--- config.mk ---
export PLATFORM = sky130hd
export DESIGN_NAME = irq_sched
export DESIGN_NICKNAME = d
export VERILOG_FILES = /design/src/rtl/irq_sched_pkg.sv /design/src/rtl/irq_prio_enc.sv /design/src/rtl/irq_sched.sv
export SDC_FILE = /design/constraint.sdc
export NUM_CORES = 1
export LEC_CHECK = 0
export ABC_CLOCK_PERIOD_IN_PS = 4300
export BUFFER_PORTS_ARGS = -buffer_cell sky130_fd_sc_hd__buf_2
export CAP_MARGIN = 20
export CORE_MARGIN = 8
export CORE_UTILIZATION = 40
export CTS_BUF_LIST = sky130_fd_sc_hd__clkbuf_8
export DETAILED_ROUTE_END_ITERATION = 10
export PLACE_DENSITY = 0.66
export SLEW_MARGIN = 5
export SYNTH_ARGS = -nofsm -noshare
export SYNTH_HDL_FRONTEND = slang
export SYNTH_SLANG_ARGS = --single-unit
--- constraint.sdc ---
create_clock -name wb_clk_i -period 4.3 [get_ports wb_clk_i]
set_input_delay 0.86 -clock wb_clk_i [delete_from_list [all_inputs] [get_ports wb_clk_i]]
set_output_delay 0.86 -clock wb_clk_i [all_outputs]
set_load 0.05 [all_outputs]
--- src/rtl/irq_sched_pkg.sv ---
// rtl/irq_sched_pkg.sv - shared register map, FSM encoding and constants for irq_sched
package irq_sched_pkg;

    localparam logic [2:0] IRQ_MASK  = 3'd0;
    localparam logic [2:0] IRQ_PEND  = 3'd1;
    localparam logic [2:0] IRQ_ISR   = 3'd2;
    localparam logic [2:0] IRQ_VBASE = 3'd3;
    localparam logic [2:0] IRQ_CTRL  = 3'd4;

    localparam logic [7:0] IRQ_UNMAPPED = 8'hAA;

    typedef enum logic [1:0] {
        ST_IDLE = 2'd0,
        ST_REQ  = 2'd1,
        ST_ACKW = 2'd2
    } irq_state_e;

endpackage

--- src/rtl/irq_prio_enc.sv ---
// rtl/irq_prio_enc.sv - picks the highest pending source above the highest in-service level
module irq_prio_enc (
    input  logic [7:0] pend,
    input  logic [7:0] isr,
    output logic       found,
    output logic [2:0] idx
);

    logic [7:0] allow;

    always_comb begin
        allow = 8'hFF;
        // Only bits strictly above the highest in-service bit may preempt.
        for (int i = 0; i < 8; i++) begin
            if (isr[i]) begin
                allow = ~((8'd2 << i) - 8'd1);
            end
        end
    end

    always_comb begin
        found = 1'b0;
        idx   = 3'd0;
        for (int i = 0; i < 8; i++) begin
            if (pend[i] && allow[i]) begin
                found = 1'b1;
                idx   = i[2:0];
            end
        end
    end

endmodule

--- src/rtl/irq_sched.sv ---
// rtl/irq_sched.sv - priority interrupt controller with nesting and intreq/inta handshake
module irq_sched
    import irq_sched_pkg::*;
#(
    parameter int         NUM_SRC   = 8,
    parameter logic [7:0] RST_VBASE = 8'h00
) (
    input  logic               wb_clk_i,
    input  logic               rst_n,
    input  logic [NUM_SRC-1:0] irq_src,
    input  logic [2:0]         addr,
    input  logic [7:0]         data_in,
    output logic [7:0]         data_out,
    input  logic               bus_cyc,
    input  logic               bus_we,
    output logic               cpu_intreq,
    input  logic               cpu_inta,
    output logic [7:0]         int_vector,
    output logic               int_active
);

    logic [7:0] mask;
    logic [7:0] isr;
    logic [7:0] vbase;
    logic       gie;
    logic [2:0] cur;

    irq_state_e state, state_nxt;
    logic [2:0] cur_nxt;
    logic       intreq_nxt;
    logic [7:0] vec_nxt;
    logic [7:0] isr_set;
    logic [7:0] eoi_clr;

    logic [7:0] src8;
    logic [7:0] pend;
    logic       cand_found;
    logic [2:0] cand_idx;
    logic       cand_valid;
    logic [7:0] rd_data;
    logic       bus_wr;

    always_comb begin
        src8              = 8'h00;
        src8[NUM_SRC-1:0] = irq_src;
    end

    assign pend       = src8 & mask;
    assign cand_valid = cand_found && gie;
    assign bus_wr     = bus_cyc && bus_we;
    assign eoi_clr    = (bus_wr && addr == IRQ_ISR) ? data_in : 8'h00;
    assign int_active = |isr;

    irq_prio_enc u_enc (
        .pend  (pend),
        .isr   (isr),
        .found (cand_found),
        .idx   (cand_idx)
    );

    always_comb begin
        case (addr)
            IRQ_MASK:  rd_data = mask;
            IRQ_PEND:  rd_data = pend;
            IRQ_ISR:   rd_data = isr;
            IRQ_VBASE: rd_data = vbase;
            IRQ_CTRL:  rd_data = {7'b0, gie};
            default:   rd_data = IRQ_UNMAPPED;
        endcase
    end

    always_comb begin
        state_nxt  = state;
        cur_nxt    = cur;
        intreq_nxt = cpu_intreq;
        vec_nxt    = int_vector;
        isr_set    = 8'h00;
        case (state)
            ST_IDLE: begin
                if (cand_valid) begin
                    cur_nxt    = cand_idx;
                    intreq_nxt = 1'b1;
                    state_nxt  = ST_REQ;
                end
            end
            ST_REQ: begin
                // Acknowledge wins over a simultaneous cancellation.
                if (cpu_inta) begin
                    isr_set    = 8'h01 << cur;
                    vec_nxt    = vbase + {4'b0, cur, 1'b0};
                    intreq_nxt = 1'b0;
                    state_nxt  = ST_ACKW;
                end else if (!cand_valid) begin
                    intreq_nxt = 1'b0;
                    state_nxt  = ST_IDLE;
                end else if (cand_idx > cur) begin
                    cur_nxt = cand_idx;
                end
            end
            ST_ACKW: begin
                if (!cpu_inta) begin
                    state_nxt = ST_IDLE;
                end
            end
            default: begin
                intreq_nxt = 1'b0;
                state_nxt  = ST_IDLE;
            end
        endcase
    end

    always_ff @(posedge wb_clk_i or negedge rst_n) begin
        if (!rst_n) begin
            state      <= ST_IDLE;
            cur        <= 3'd0;
            cpu_intreq <= 1'b0;
            int_vector <= 8'h00;
            isr        <= 8'h00;
            mask       <= 8'h00;
            vbase      <= RST_VBASE;
            gie        <= 1'b0;
            data_out   <= 8'h00;
        end else begin
            state      <= state_nxt;
            cur        <= cur_nxt;
            cpu_intreq <= intreq_nxt;
            int_vector <= vec_nxt;
            // A set from acknowledge beats an EOI clear of the same bit.
            isr        <= (isr & ~eoi_clr) | isr_set;
            if (bus_cyc) begin
                data_out <= rd_data;
            end
            if (bus_wr) begin
                case (addr)
                    IRQ_MASK:  mask  <= data_in;
                    IRQ_VBASE: vbase <= data_in;
                    IRQ_CTRL:  gie   <= data_in[0];
                    default: ;
                endcase
            end
        end
    end

endmodule

==> Word level (Yosys, flattened, before mapping) <==
Index checks and enable logic that the tools add are counted.
{ "word_totals": {"inputBits": 24, "out_inout_bits": 18, "ff_bits": 47} }
{ "op_classes": {"mux": 41, "n_reduce_logical": 22, "n_lt_le_gt_ge": 1, "shifts": 1, "bitwise_logic": 5, "n_addsub": 1, "n_eq_ne": 12} }
{ "op_table": {"columns": ["operator", "count"], "rows": [
  ["$pmux W8 S5", 1],
  ["$mux W8", 4],
  ["$mux W3", 9],
  ["$and A8 B8 Y8", 2],
  ["$mux W2", 7],
  ["$mux W1", 13],
  ["$logic_and A1 B1 Y1", 11],
  ["$ne A2 B2 Y1 const B", 5],
  ["$add A8 B4 Y8", 1],
  ["$not A8 Y8", 1],
  ["$or A8 B8 Y8", 1],
  ["$reduce_and A2 Y1", 4],
  ["$reduce_or A8 Y1", 1],
  ["$shl A1 B3 Y8 const A", 1],
  ["$mux W7", 1],
  ["$eq A3 B2 Y1 const B", 2],
  ["$mux W6", 1],
  ["$pmux W2 S3", 1],
  ["$pmux W3 S2", 1],
  ["$reduce_and A3 Y1", 2],
  ["$mux W5", 1],
  ["$reduce_and A5 Y1", 1],
  ["$mux W4", 1],
  ["$eq A3 B1 Y1 const B", 1],
  ["10 further kinds", 10]
]} }

==> Logic depth before layout (Yosys ltp) <==
{ "depth": {"depth_word": 21, "ltp_mapped": 10, "ltp_nobuf": 10} }

==> Modules after synthesis <==
From an unflattened synthesis, not the netlist that was laid out.
{ "unflattened": {"hier_cells": 244, "area_unflattened_um2": 2555.0} }
{ "by_module_without_submodules": {"columns": ["mod", "area_each_um2", "cells_each", "seq_area_each_um2", "n_inst"], "rows": [
  ["irq_sched", 2413.6, 221, 1176.1, 1],
  ["irq_prio_enc", 141.4, 23, 0.0, 1]
]} }

==> Least setup slack after synthesis <==
No wires, ideal clock.
{ "synth_path": {"kind": "in2reg", "start": "input port irq_src[5]", "end": "register cur[1]", "t_required_ps": 4172, "path_slack_ps": 1582, "path_buffers": 0, "cell_stages": 8, "arrival_time_ps": 2591, "path_cell_list": "and3_1 nor3_2 inv_1 ha_1 a31oi_1 o21ai_1 a221oi_4 mux2_1"} }
{ "synth_via": {"elab_cells_between_ends": 19, "classes_between": "order compare (1); eq/ne (3); mux (11); bitwise (1); reduce/logical (3)"} }
{ "synth_rtl": {"columns": ["element", "line_no", "text"], "rows": [
  ["from (decl)", "irq_sched.sv:10", "input logic [NUM_SRC-1:0] irq_src,"],
  ["$and A8 B8 Y8", "irq_sched.sv:48", "assign pend = src8 & mask;"],
  ["$logic_and A1 B1 Y1", "irq_prio_enc.sv:25", "if (pend[i] && allow[i]) begin"],
  ["$mux W3 (3 in series)", "irq_prio_enc.sv:25", null],
  ["named net cand_idx[2]", "irq_sched.sv:38", "logic [2:0] cand_idx;"],
  ["$gt A3 B3 Y1", "irq_sched.sv:96", "end else if (cand_idx > cur) begin"],
  ["$ne A2 B2 Y1 (no line)", null, null],
  ["$reduce_and A5 Y1 (no line)", null, null],
  ["to (signal assigned)", "irq_sched.sv:125", "cur <= cur_nxt;"],
  ["to (decl)", "irq_sched.sv:26", "logic [2:0] cur;"]
]} }
The timed path passes the listed nets, and every way through them passes these cells. The select of a mux whose other input is x is not followed.
A chain may end at the register's enable or synchronous reset.

==> Final worst setup path <==
{ "layout_path": {"start": "register isr[6]", "end": "register cur[1]"} }
{ "layout_via": {"elab_chain_cells": 14, "elab_cells_between_ends": 35, "classes_between": "order compare (1); eq/ne (3); mux (22); reduce/logical (9)"} }
{ "layout_lines": {"columns": ["element", "line_no", "text"], "rows": [
  ["from (decl)", "irq_sched.sv:23", "logic [7:0] isr;"],
  ["from (signal assigned)", "irq_sched.sv:129", "isr <= (isr & ~eoi_clr) | isr_set;"],
  ["$mux W7 *", "irq_prio_enc.sv:15", "if (isr[i]) begin"],
  ["$mux W8 *", "irq_prio_enc.sv:15", null],
  ["branches (longest 12 deep; another with $gt A3 B3 Y1)", null, null]
]} }
Mark *: on every way between the ends. The select of a mux whose other input is x is not followed.

==> impl_metrics.env <==
export IMPL_status="finished, final reports clean"
export IMPL_synthArstFlopShare_pct=100
export IMPL_worstPathMaxFanout=5
export IMPL_nNetsFinal=311
export IMPL_synth_cell_types=46
export IMPL_nFillCells=571
export IMPL_max_stage_delay_ns=0.57
export IMPL_syn2layout_area_growth_pct=15.0
export IMPL_ctsRootBufferMaster="clkbuf_8"
export IMPL_internal_power_mw=1.02
export IMPL_synth_ff_type="dfrtp_1"
export IMPL_synth_area_um2=2490
export IMPL_num_io_pins=42
export IMPL_seq_area_frac_synth_pct=47.2
export IMPL_startpoint_type="register"
export IMPL_power_frac_comb_pct=46.4
export IMPL_die_h_um=95.0
export IMPL_grt_overflow=0
export IMPL_drv_slew=0
export IMPL_cts_sinks=47
export IMPL_wl_mm=6.08
export IMPL_switching_share_pct=44.7
export IMPL_antenna_left=0
export IMPL_period_share_pct=68.0
export IMPL_setup_viol=0
export IMPL_cts_hold_buffers=0
export IMPL_crit_path_end_kind="register"
export IMPL_synth_most_common_cell="dfrtp_1"
export IMPL_syn_avg_cell_area_um2=10.4
export IMPL_ys_warn_count=0
export IMPL_design_area_um2=2870
export IMPL_crit_end="cur[1]"
export IMPL_cts_tree="built"
export IMPL_globalRouteTotalUtil_pct=14.3
export IMPL_power_frac_seq_pct=39.1
export IMPL_leakagePower_nw=1.32
export IMPL_synthTopCellsByCount="47 x dfrtp_1, 28 x nand2_1, 26 x mux2_2, 13 x inv_1, 13 x nor2_1"
export IMPL_ir_drop_mv=0.322
export IMPL_drv_cap=0
export IMPL_setup_tns_ns=0
export IMPL_drc=0
export IMPL_die_area_um2=9020
export IMPL_cellPowerDensity_nw_per_um2=645
export IMPL_fmax_mhz=342
export IMPL_reg2reg_depth=9
export IMPL_drt_iter0_drc=83
export IMPL_grt_first_pass_wirelength_mm=10.2
export IMPL_required_ns=4.49
export IMPL_synthTopCellsByArea="dfrtp_1 47%, mux2_2 12%, nand2_1 4.2%"
export IMPL_r2r_end="cur[1]"
export IMPL_first_pass_iters=4
export IMPL_reg2reg_slack_ns=1.38
export IMPL_clk_latency_ns=0.30
export IMPL_antenna_found_initial=0
export IMPL_initial_core_util_pct=41.6
export IMPL_rsz0062_at_grt="false"
export IMPL_clk_path_buf_depth=2
export IMPL_cts_resized_gates=0
export IMPL_path_cells="or4_4, nor3b_1, a21oi_1, o22a_1, ha_1, a31oi_1, o21ai_1, a221oi_4, mux2_1"
export IMPL_worstPathArrival_ns=3.11
export IMPL_place_congestion=0.862
export IMPL_p_clk_share_pct=14.5
export IMPL_io_buffers=41
export IMPL_rows=28
export IMPL_clk_pin_slew_ns=0.09
export IMPL_worstHoldPathType="input pin to async pin"
export IMPL_max_slew_margin_rel_pct=56.2
export IMPL_postCtsSetupRepairBufs=0
export IMPL_critPathKind="register to register"
export IMPL_synth_seq_cells=47
export IMPL_synth_top_area_share_pct=47.2
export IMPL_grt_max_degree=48
export IMPL_seqCellArea_um2=1180
export IMPL_netlist_top_cell_by_area="dfrtp_1"
export IMPL_die_w_um=95.0
export IMPL_multiInputGateArea_um2=1230
export IMPL_fin_crit_ns=2.92
export IMPL_cts_buffers=5
export IMPL_core_um2=5990
export IMPL_fin_skew_ns=0.00715
export IMPL_place_hpwl_mm=4.66
export IMPL_p_sw_uw=827
export IMPL_htreeDepth=2
export IMPL_reg2reg_from="isr[6]"
export IMPL_antenna_cells=0
export IMPL_place_area_um2=2760
export IMPL_syn_nets=270
export IMPL_finalHoldViolCount=0
export IMPL_viasPerCell=5.47
export IMPL_cp_slowest_cell="or4_4"
export IMPL_vias=1949
export IMPL_tightestPinTransition_ns=0.656
export IMPL_timing_critical_path_from="isr[6]"
export IMPL_layout_drive_gt1_share_pct=29.5
export IMPL_synth_edff_count=0
export IMPL_wl_per_cell_um=17.1
export IMPL_grt_pass1_vias=2016
export IMPL_syn_inst=239
==> cell usage in the layout, fill, tap and decap left out, types with 3 or more instances in the layout <==
cell type   n
nand2b_1    4
a211oi_1    5
o21ai_1     8
buf_2      41
and3_1      3
xor2_1      5
ha_1        6
nand2_1    28
o22ai_1     7
o21ai_0     8
o2bb2ai_1   7
dfrtp_1    47
nor3_1      4
nor2b_1     3
a21o_1      3
clkbuf_8    5
inv_1      13
mux2_2     26
nor2_1     13
a21oi_1     8
clkinv_2    3
==> logic make-up (layout without fill, tap and decap cells) <==
family / after synthesis / after routing / synth area share, %
adder cells (fa/ha/maj): 7 / 7 / 3.81
flip-flops: 47 / 47 / 47.2
AND/OR/NAND/NOR: 68 / 68 / 13.6
AO/OA/AOI/OAI: 60 / 60 / 16.9
multiplexers: 29 / 29 / 13.0
XOR/XNOR: 6 / 6 / 2.11
buffers and inverters: 22 / 64 / 3.31
==> worst min path at each step <==
stage	startpoint	endpoint	slack, ns	depth (start not counted)
6_report	rst_n	data_out[0]	0.41	1
3_5_place_dp	data_out[0]	data_out[0]	0.47	1
2_1_floorplan	isr[4]	isr[4]	0.47	1
3_3_place_gp	int_vector[6]	int_vector[6]	0.46	2
4_1_cts	int_vector[3]	int_vector[3]	0.49	2
5_1_grt	rst_n	data_out[2]	0.43	1
==> cell type report <==
class | instances | area share, %
inverter | 14 | 1.83
tap | 75 | 3.27
clock buffer | 5 | 2.40
multi-input combinational | 170 | 43.1
sequential | 47 | 41.0
clock inverter | 3 | 0.524
timing repair buffer | 42 | 7.86
==> critical path, delay by kind of cell, from the launching register on <==
family                     cells  cell delay [ns]
AOI/OAI and AO/OA              5             0.90
DFF                            1             0.44
adders and majority gates      1             0.28
and+or+nand+nor                2             0.83
muxes                          1             0.35
==> registers in the layout, summed over array words and instances, names as in the netlist <==
signal,flops
cpu_intreq,1
int_vector,8
cur,3
vbase,8
gie,1
state,2
data_out,8
mask,8
isr,8
==> layer usage <==
| layer | wire, µm | vias to the layer above | track usage (%) |
|---|---|---|---|
| li1 | - | 944 | - |
| met1 | 2910 | 950 | 19.7 |
| met2 | 2800 | 48 | 22.0 |
| met3 | 301 | 7 | 3.65 |
| met4 | 66 | 0 | 3.51 |
| met5 | 0 | - | 0 |
==> stage by stage <==
stage	setup slack, ns	hold slack (ns)	power [mW]	util [%]	instances
3_3_place_gp	1.34	0.462	1.56	46.1	347
5_1_grt	1.18	0.430	1.97	47.8	356
3_5_place_dp	1.21	0.467	1.59	46.1	347
2_1_floorplan	1.58	0.475	1.36	-	239
6_report	1.38	0.413	1.85	47.8	356
4_1_cts	1.38	0.492	1.86	47.5	355
==> power by group through the flow <==
stage / combinational, mW / clock, mW / sequential [mW]
6_report: 0.858 / 0.268 / 0.724
5_1_grt: 0.937 / 0.290 / 0.745
4_1_cts: 0.864 / 0.271 / 0.723
3_5_place_dp: 0.860 / 0 / 0.732
3_3_place_gp: 0.839 / 0 / 0.726
2_1_floorplan: 0.509 / 0 / 0.854
Note: power is estimated with default switching activity, not from simulation.
